File: src/rtl/match_log_pkg.sv
// Shared defaults, occupancy-state type and saturating increment for the match logger.
package match_log_pkg;

    localparam int unsigned IDX_W_DEF = 16;
    localparam int unsigned DEPTH_DEF = 4;
    localparam int unsigned CNT_W_DEF = 8;

    typedef enum logic [1:0] {
        OCC_EMPTY = 2'd0,
        OCC_PART  = 2'd1,
        OCC_FULL  = 2'd2
    } occ_e;

    // Increment, holding at the all-ones value of a width-bit counter (width <= 32).
    function automatic logic [31:0] sat_inc(input logic [31:0] val, input int unsigned width);
        logic [31:0] max_val;
        max_val = (width >= 32) ? 32'hffff_ffff : ((32'd1 << width) - 32'd1);
        return (val >= max_val) ? max_val : val + 32'd1;
    endfunction

endpackage

File: src/rtl/seq_match_logger_if.sv
// Host-side bundle of the match logger. MATCH_LOG_DROP_CNT_EN adds the drop_cnt summary output.
interface seq_match_logger_if #(
    parameter int unsigned IDX_W = match_log_pkg::IDX_W_DEF,
    parameter int unsigned CNT_W = match_log_pkg::CNT_W_DEF
);
    logic             clr;
    logic             det;
    logic             ev_valid;
    logic             ev_ready;
    logic [IDX_W-1:0] ev_idx;
    logic [CNT_W-1:0] match_cnt;
    logic             fifo_full;
    logic             drop;
`ifdef MATCH_LOG_DROP_CNT_EN
    logic [CNT_W-1:0] drop_cnt;

    modport master (
        input  clr, det, ev_ready,
        output ev_valid, ev_idx, match_cnt, fifo_full, drop, drop_cnt
    );
    modport slave (
        output clr, det, ev_ready,
        input  ev_valid, ev_idx, match_cnt, fifo_full, drop, drop_cnt
    );
`else
    modport master (
        input  clr, det, ev_ready,
        output ev_valid, ev_idx, match_cnt, fifo_full, drop
    );
    modport slave (
        output clr, det, ev_ready,
        input  ev_valid, ev_idx, match_cnt, fifo_full, drop
    );
`endif
endinterface

File: src/rtl/match_log_fifo.sv
// First-word-fall-through event FIFO; occupancy tracked by an EMPTY/PART/FULL state machine.
module match_log_fifo
    import match_log_pkg::*;
#(
    parameter int unsigned DEPTH = DEPTH_DEF,
    parameter int unsigned IDX_W = IDX_W_DEF
) (
    input  logic             clk,
    input  logic             rst_n,
    input  logic             clr_i,
    input  logic             push_i,
    input  logic             pop_i,
    input  logic [IDX_W-1:0] din_i,
    output logic [IDX_W-1:0] dout_o,
    output logic             valid_o,
    output logic             full_o
);
    localparam int unsigned PW = $clog2(DEPTH);
    localparam int unsigned CW = $clog2(DEPTH + 1);

    logic [IDX_W-1:0] mem_q [DEPTH];
    logic [PW-1:0]    wr_ptr_q, wr_ptr_d, rd_ptr_q, rd_ptr_d;
    logic [CW-1:0]    cnt_q, cnt_d;
    occ_e             state_q, state_d;
    logic             pop_ok, push_ok;

    assign pop_ok  = pop_i && (state_q != OCC_EMPTY);
    // A full FIFO still accepts a push when the head leaves in the same cycle.
    assign push_ok = push_i && ((state_q != OCC_FULL) || pop_ok);

    always_comb begin
        state_d  = state_q;
        wr_ptr_d = wr_ptr_q;
        rd_ptr_d = rd_ptr_q;
        cnt_d    = cnt_q;
        if (clr_i) begin
            state_d  = OCC_EMPTY;
            wr_ptr_d = '0;
            rd_ptr_d = '0;
            cnt_d    = '0;
        end else begin
            wr_ptr_d = wr_ptr_q + PW'(push_ok);
            rd_ptr_d = rd_ptr_q + PW'(pop_ok);
            cnt_d    = cnt_q + CW'(push_ok) - CW'(pop_ok);
            unique case (state_q)
                OCC_EMPTY: if (push_ok) state_d = OCC_PART;
                OCC_PART: begin
                    if (push_ok && !pop_ok && (cnt_q == CW'(DEPTH - 1))) state_d = OCC_FULL;
                    if (pop_ok && !push_ok && (cnt_q == CW'(1)))         state_d = OCC_EMPTY;
                end
                OCC_FULL:  if (pop_ok && !push_ok) state_d = OCC_PART;
                default:   state_d = OCC_EMPTY;
            endcase
        end
    end

    always_ff @(posedge clk or negedge rst_n) begin
        if (!rst_n) begin
            state_q  <= OCC_EMPTY;
            wr_ptr_q <= '0;
            rd_ptr_q <= '0;
            cnt_q    <= '0;
        end else begin
            state_q  <= state_d;
            wr_ptr_q <= wr_ptr_d;
            rd_ptr_q <= rd_ptr_d;
            cnt_q    <= cnt_d;
        end
    end

    always_ff @(posedge clk) begin
        if (push_ok && !clr_i) mem_q[wr_ptr_q] <= din_i;
    end

    assign valid_o = (state_q != OCC_EMPTY);
    assign full_o  = (state_q == OCC_FULL);
    assign dout_o  = valid_o ? mem_q[rd_ptr_q] : '0;

endmodule

File: src/rtl/seq_match_logger.sv
// Timestamps detector pulses with a free-running bit index and queues them for the host.
// MATCH_LOG_DROP_CNT_EN adds a saturating count of events lost to a full queue.
module seq_match_logger
    import match_log_pkg::*;
#(
    parameter int unsigned IDX_W = IDX_W_DEF,
    parameter int unsigned DEPTH = DEPTH_DEF,
    parameter int unsigned CNT_W = CNT_W_DEF
) (
    input logic                clk,
    input logic                rst_n,
    seq_match_logger_if.master bus
);
    logic [IDX_W-1:0] idx_q, idx_d;
    logic [CNT_W-1:0] match_cnt_q, match_cnt_d;
    logic             drop_q, drop_d;
    logic             fifo_valid, fifo_full;
    logic [IDX_W-1:0] fifo_dout;

    match_log_fifo #(
        .DEPTH (DEPTH),
        .IDX_W (IDX_W)
    ) u_fifo (
        .clk     (clk),
        .rst_n   (rst_n),
        .clr_i   (bus.clr),
        .push_i  (bus.det),
        .pop_i   (bus.ev_ready),
        .din_i   (idx_q),
        .dout_o  (fifo_dout),
        .valid_o (fifo_valid),
        .full_o  (fifo_full)
    );

    always_comb begin
        idx_d       = idx_q + IDX_W'(1);
        match_cnt_d = match_cnt_q;
        drop_d      = 1'b0;
        if (bus.clr) begin
            idx_d       = '0;
            match_cnt_d = '0;
        end else if (bus.det) begin
            match_cnt_d = CNT_W'(sat_inc(32'(match_cnt_q), CNT_W));
            drop_d      = fifo_full && !(fifo_valid && bus.ev_ready);
        end
    end

    always_ff @(posedge clk or negedge rst_n) begin
        if (!rst_n) begin
            idx_q       <= '0;
            match_cnt_q <= '0;
            drop_q      <= 1'b0;
        end else begin
            idx_q       <= idx_d;
            match_cnt_q <= match_cnt_d;
            drop_q      <= drop_d;
        end
    end

`ifdef MATCH_LOG_DROP_CNT_EN
    logic [CNT_W-1:0] drop_cnt_q, drop_cnt_d;

    always_comb begin
        drop_cnt_d = drop_cnt_q;
        if (bus.clr)     drop_cnt_d = '0;
        else if (drop_d) drop_cnt_d = CNT_W'(sat_inc(32'(drop_cnt_q), CNT_W));
    end

    always_ff @(posedge clk or negedge rst_n) begin
        if (!rst_n) drop_cnt_q <= '0;
        else        drop_cnt_q <= drop_cnt_d;
    end

    assign bus.drop_cnt = drop_cnt_q;
`endif

    assign bus.ev_valid  = fifo_valid;
    assign bus.ev_idx    = fifo_dout;
    assign bus.match_cnt = match_cnt_q;
    assign bus.fifo_full = fifo_full;
    assign bus.drop      = drop_q;

endmodule

File: src/flat_wrapper.sv
// flat-port wrapper written by rule: the top's interface ports become plain ports
module seq_match_logger_flat import match_log_pkg::*;
#(
    parameter int unsigned IDX_W = IDX_W_DEF,
    parameter int unsigned DEPTH = DEPTH_DEF,
    parameter int unsigned CNT_W = CNT_W_DEF
)
  (clk, rst_n, bus_clr, bus_det, bus_ev_ready, bus_ev_valid, bus_ev_idx, bus_match_cnt, bus_fifo_full, bus_drop);
  seq_match_logger_if #(.IDX_W(IDX_W), .CNT_W(CNT_W)) bus_i ();
  input logic clk;
  input logic rst_n;
  input wire logic [$bits(bus_i.clr)-1:0] bus_clr;
  input wire logic [$bits(bus_i.det)-1:0] bus_det;
  input wire logic [$bits(bus_i.ev_ready)-1:0] bus_ev_ready;
  output wire logic [$bits(bus_i.ev_valid)-1:0] bus_ev_valid;
  output wire logic [$bits(bus_i.ev_idx)-1:0] bus_ev_idx;
  output wire logic [$bits(bus_i.match_cnt)-1:0] bus_match_cnt;
  output wire logic [$bits(bus_i.fifo_full)-1:0] bus_fifo_full;
  output wire logic [$bits(bus_i.drop)-1:0] bus_drop;
  assign bus_i.clr = bus_clr;
  assign bus_i.det = bus_det;
  assign bus_i.ev_ready = bus_ev_ready;
  assign bus_ev_valid = bus_i.ev_valid;
  assign bus_ev_idx = bus_i.ev_idx;
  assign bus_match_cnt = bus_i.match_cnt;
  assign bus_fifo_full = bus_i.fifo_full;
  assign bus_drop = bus_i.drop;
  seq_match_logger #(.IDX_W(IDX_W), .DEPTH(DEPTH), .CNT_W(CNT_W)) u_core (.clk(clk), .rst_n(rst_n), .bus(bus_i));
endmodule
File: config.mk
export PLATFORM = sky130hd
export DESIGN_NAME = seq_match_logger_flat
export DESIGN_NICKNAME = d
export VERILOG_FILES = /design/src/rtl/match_log_pkg.sv /design/src/rtl/seq_match_logger_if.sv /design/src/rtl/match_log_fifo.sv /design/src/rtl/seq_match_logger.sv /design/src/flat_wrapper.sv
export SDC_FILE = /design/constraint.sdc
export NUM_CORES = 1
export LEC_CHECK = 0
export BUFFER_PORTS_ARGS = -buffer_cell sky130_fd_sc_hd__buf_4
export CAP_MARGIN = 30
export CORE_UTILIZATION = 50
export CTS_CLUSTER_SIZE = 24
export DETAILED_ROUTE_END_ITERATION = 8
export PLACE_DENSITY = 0.68
export SLEW_MARGIN = 10
export SYNTH_ARGS = -nofsm -noshare
export SYNTH_HDL_FRONTEND = slang
export SYNTH_SLANG_ARGS = --single-unit
export TNS_END_PERCENT = 50
File: constraint.sdc
create_clock -name clk -period 5.6 [get_ports clk]
set_input_delay 0.56 -clock clk [delete_from_list [all_inputs] [get_ports clk]]
set_output_delay 0.56 -clock clk [all_outputs]
set_load 0.01 [all_outputs]
==> results.yml, run 1 <==
drt:
  final_antenna_net_count: 0
  drc: 0
  dr_total_vias: 2448
  viasPerCell: 5.73
  wl_um: 7130
  drt_iter0_drc: 119
  first_pass_iters: 4
  avgRoutedWirePerCell_um: 16.7
power:
  finalPower_uw: 1480
  power_density_nw_per_um2: 307
  power_leakage_uw: 0.00180
  peakVddDrop_mv: 0.166
cells_and_area:
  mostFrequentLayoutCells: "edfxtp_1 (64), buf_4 (35), dfrtp_1 (34), nor2b_1 (26), nor2_1 (17)"
  drive_above_1_share_pct: 24.8
  nets: 327
  layout_commonest_cell: "edfxtp_1"
  area_growth_pct: 14.9
  stdcell_count: 427
  antennaDiodeCount: 0
placed_design:
  pre_cts_slack_ps: 3130
  dp_hpwl_um: 4410
  dp_cells: 410
  place_congestion: 0.746
  port_buffers: 31
job:
  maxCapViolCount: 0
clocking:
  cts_buffer_depth: 2
  cts_buffers: 9
  cts_hold_buf: 0
  post_cts.repair.setup_buffers: 0
  ctsHtreeMaxLevel: 3
  cts_resized: 0
  clock_latency_ps: 360
  clock_sink_count: 98
  cts_tree: "done"
  cts-root-buf: "clkbuf_8"
  path_clk_slew_ps: 100
timing:
  min_period_ps: 2740
  worstMarginPinSlew_ps: 919
  rsz0062_at_grt: "no"
  layout_setup_ws_ps: 2860
  setup_viol: 0
  clock_skew_ps: 11.0
  finalCritPeriodShare_pct: 48.9
  final_max_slew_viol_count: 0
  finalHoldViolations: 0
  slew-limit-headroom_pct: 38.8
  fmax_mhz: 365
  setup-tns-final_ps: 0
synth:
  synth_edf_count: 64
  yosysUniqueCellTypes: 44
  yosysWarnings: 0
  ys.flop_type: "edfxtp_1"
  syn-cell-area_sq_um: 4200
  yosysSeqAreaShare_pct: 66.1
  synth.avg_cell_area_sq_um: 14.9
  ys_ff_latch: 98
  syn_nets: 291
  syn_inst: 281
  async_flop_share_pct: 34.7
floorplan:
  rows: 33
  initial_core_util_pct: 51.3
  die_w_um: 93.6
  io_pins: 32
  die-area_sq_um: 8760
  die_y_um: 93.6
  fp.coreArea_sq_um: 8180
global_route:
  grt_usage_pct: 18.0
  grt_pass1_vias: 2297
  grt_pass1_wl_um: 11600
  antenna_found_initial: 0
  grt_max_degree: 44
  overflow: 0
worst_setup_path:
  worst-setup-path-type: "reg2out"
  cp-end-kind: "primary output"
  cp.required_ps: 5040
  arrival_ps: 2180
  crit_fanout: 10
  crit_path_start_kind: "register"
worst_hold_path:
  hp-class: "in2async"
outcome:
  status: "finished, final reports clean"
-- per-stage QoR --
step	hold slack, ps	utilization (%)	area (sq um)
after global routing	162	59.0	4820
after floorplan	264	-	4200
final	131	59.0	4820
after detailed placement	528	55.9	4570
after global placement	522	55.7	4550
after CTS	141	58.9	4820
-- registers in the layout (all words and copies together), names as in the netlist --
signal	cells
u_core.u_fifo.state_q	2
u_core.bus.match_cnt	8
u_core.bus.drop	1
u_core.idx_q	16
u_core.u_fifo.mem_q	64
u_core.u_fifo.wr_ptr_q	2
u_core.u_fifo.cnt_q	3
u_core.u_fifo.rd_ptr_q	2
-- worst paths after layout --
kind | startpoint | to | slack, ps | depth (start not counted)
min | rst_n | u_core.idx_q[13] | 130 | 1
min in group clk | bus_ev_ready | u_core.bus.drop | 420 | 2
min reg2reg | u_core.bus.match_cnt[0] | u_core.bus.match_cnt[0] | 540 | 1
max | u_core.u_fifo.rd_ptr_q[0] | bus_ev_idx[12] | 2860 | 4
max in group asynchronous | rst_n | u_core.idx_q[8] | 5150 | 1
max reg2reg | u_core.u_fifo.state_q[0] | u_core.u_fifo.mem_q[2][8] | 3570 | 5
-- cell type report --
type	instances	area, sq um
Multi-Input combinational cell	162	1350
Inverter	9	33.8
Fill cell	646	3350
Tap cell	105	131
Timing Repair Buffer	37	283
Sequential cell	98	2770
Clock inverter	7	125
Clock buffer	9	124
-- synthesized netlist by cell type (3+ instances only) --
cell      number  share of area, %
buf_2          4              0.48
or3_1          4              0.60
a31oi_1        3              0.45
inv_1          9              0.80
o31ai_1        4              0.72
nand2_1        8              0.72
nor2b_1       26               3.9
nand3_1        4              0.48
mux2_2         5               1.3
nor2_1        17               1.5
clkbuf_1       6              0.54
ha_1           4               1.2
edfxtp_1      64                46
and4_1         4              0.83
o21ai_0        5              0.60
xnor2_1        4              0.83
nor3_1         3              0.36
or4_1          4              0.72
mux4_2        16               8.6
dfrtp_1       34                20
a21oi_1       14               1.7
nor4_1         8               1.2
-- power by group --
part           switching [uW]  total, uW  internal, uW
logic                    57.5        121          63.1
clock network             249        551           302
registers                22.1        809           787
total                     329       1480          1150
-- metal layers --
layer | share of wire, % | GRT usage, % | up-vias
met4 | 2.5 | 8.08 | 0
met5 | 0 | 0 | -
met2 | 50 | 28.5 | 60
met3 | 4.0 | 4.31 | 11
li1 | - | - | 1152
met1 | 44 | 23.6 | 1225
-- worst max-delay path, cell delays in order (launching register included) --
cell     delay, ps
dfrtp_1        790
buf_8          230
mux4_2         490
nor2b_1        150
buf_4          150
-- cell families after synthesis --
group / Yosys count / synth area share, %
mux: 22 / 10.2
buf+inv: 21 / 2.18
fa+ha+maj: 5 / 1.67
flops: 98 / 66.1
compound gates: 35 / 5.19
xor+xnor: 6 / 1.25
simple gates: 94 / 13.5
(Power assumes the default switching activity.)
==> run 2, diff against run 1 <==
- PLACE_DENSITY: 0.68 -> 0.71
- clock period: 5.6 -> 2.2 ns (I/O delays scaled with it)
==> run 2 against run 1 <==
Effect of this change: sequential power increased to 2.5 times the previous value; power increased by 150%; hold slack got worse by 58 ps; die area unchanged; count of clock-buffer cells in the layout unchanged; flip-flop and latch count unchanged; sequential share of layout area about the same; clock skew decreased by 4.0 ps; combinational power increased to 2.7 times the previous value; first-iteration DRC count increased by 9.2%; via count decreased by 2.0%; setup slack got worse by 2700 ps; largest cell class unchanged.
==> results.yml, run 2 (synthesis results as in run 1) <==
outcome:
  status: "finished, final reports clean"
timing:
  min_period_ps: 2020
  clock_skew_ps: 7.07
  finalCritPeriodShare_pct: 91.7
  layout_setup_ws_ps: 183
  rsz0062_at_grt: "no"
  holdWs_ps: 72.2
  worstMarginPinSlew_ps: 585
  finalHoldViolations: 0
  fmax_mhz: 496
  setup_viol: 0
  final_max_slew_viol_count: 0
  slew-limit-headroom_pct: 60.6
worst_setup_path:
  cp_top_family: "flip-flops"
  max_stage_delay_ps: 520
  crit_path_start_kind: "register"
  crit_top_cell: "buf_4"
  critPathSlowestCell: "dfrtp_1"
  cp.required_ps: 1980
  path_buf_inv: 2
  rrSetupSlack_ps: 370
  crit_fanout: 12
  cp-end-kind: "primary output"
  arrival_ps: 1800
  path_cells: "buf_4 -> mux4_2 -> nor2b_1 -> buf_4"
  worst-setup-path-type: "reg2out"
drt:
  dr_total_vias: 2400
  drc: 0
  viasPerCell: 5.59
  final_antenna_net_count: 0
  wl_um: 7190
  first_pass_iters: 4
  drt_iter0_drc: 130
  avgRoutedWirePerCell_um: 16.8
floorplan:
  die_w_um: 93.6
  initial_core_util_pct: 51.3
  die-area_sq_um: 8760
  rows: 33
  die_y_um: 93.6
  io_pins: 32
  fp.coreArea_sq_um: 8180
power:
  finalPower_uw: 3650
  peakVddDrop_mv: 0.363
  power_leakage_uw: 0.00180
  power_density_nw_per_um2: 756
clocking:
  cts_buffers: 9
  post_cts.repair.setup_buffers: 0
  cts_buffer_depth: 2
  clock_latency_ps: 350
  cts_resized: 0
  clock_sink_count: 98
  cts_hold_buf: 1
  cts_tree: "done"
  path_clk_slew_ps: 90
  cts-root-buf: "clkbuf_8"
  ctsHtreeMaxLevel: 3
placed_design:
  dp_hpwl_um: 4480
  pre_cts_slack_ps: 388
  place_congestion: 0.835
  port_buffers: 31
cells_and_area:
  area_growth_pct: 14.9
  layout_commonest_cell: "edfxtp_1"
  mostFrequentLayoutCells: "edfxtp_1 (64), buf_4 (37), dfrtp_1 (34), nor2b_1 (26), nor2_1 (17)"
  antennaDiodeCount: 0
  seq_area_sq_um: 2770
  drive_above_1_share_pct: 24.7
  fill_cells: 646
  largest_reg_flops: 64
  nets: 329
  largest-register: "u_core.u_fifo.mem_q"
  multiInputGateArea_sq_um: 1350
global_route:
  grt_pass1_wl_um: 11700
  grt_usage_pct: 18.1
  antenna_found_initial: 0
  overflow: 0
  grt_max_degree: 44
  grt_pass1_vias: 2289
worst_hold_path:
  hp-class: "in2reg"
job:
  maxCapViolCount: 0
-- run 2: worst paths after layout --
| check | startpoint | endpoint | cells past startpoint |
|---|---|---|---|
| max in group asynchronous | rst_n | u_core.idx_q[13] | 2 |
| setup reg to reg | u_core.idx_q[0] | u_core.idx_q[14] | 4 |
| setup / recovery | u_core.u_fifo.rd_ptr_q[1] | bus_ev_idx[15] | 4 |
| min in group asynchronous | rst_n | u_core.bus.match_cnt[2] | 2 |
| hold reg to reg | u_core.bus.match_cnt[0] | u_core.bus.match_cnt[0] | 1 |
| hold / removal | bus_ev_ready | u_core.bus.drop | 2 |
-- run 2: metrics by stage --
step / area [sq um] / std cells / utilization [%] / setup TNS [ps]
final: 4820 / 429 / 59.0 / 0
after global routing: 4820 / 429 / 59.0 / 0
after CTS: 4820 / 429 / 59.0 / 0
after detailed placement: 4590 / 412 / 56.1 / 0
after global placement: 4590 / 412 / 56.1 / 0
after floorplan: 4200 / 281 / - / -23900
-- run 2: area by class of cell --
class | count | area share (%)
flip-flops and latches | 98 | 57.5
repair buffers | 39 | 6.38
well taps | 105 | 2.72
clock buffers | 9 | 2.57
multi-input cells | 162 | 28.0
inverters | 9 | 0.701
clock inverters | 7 | 2.10
-- run 2: worst register-to-register path: stages, from the launching register on --
cell and delay (ps):
dfrtp_1 480, ha_1 280, nand3_4 150, nor4_1 440, mux2_2 380
-- run 2: power by group --
group          switching [uW]  internal, uW
Sequential               43.6          2000
Clock                     620           652
Combinational             162           165
-- run 2: per-layer routing --
metal | wire (um) | track usage, % | part of all wire, % | up-vias
met5 | 0 | 0 | 0 | -
met4 | 167 | 6.79 | 2.3 | 0
met3 | 320 | 4.39 | 4.5 | 14
met2 | 3620 | 29.5 | 50 | 62
met1 | 3080 | 23.6 | 43 | 1181
li1 | - | - | - | 1143
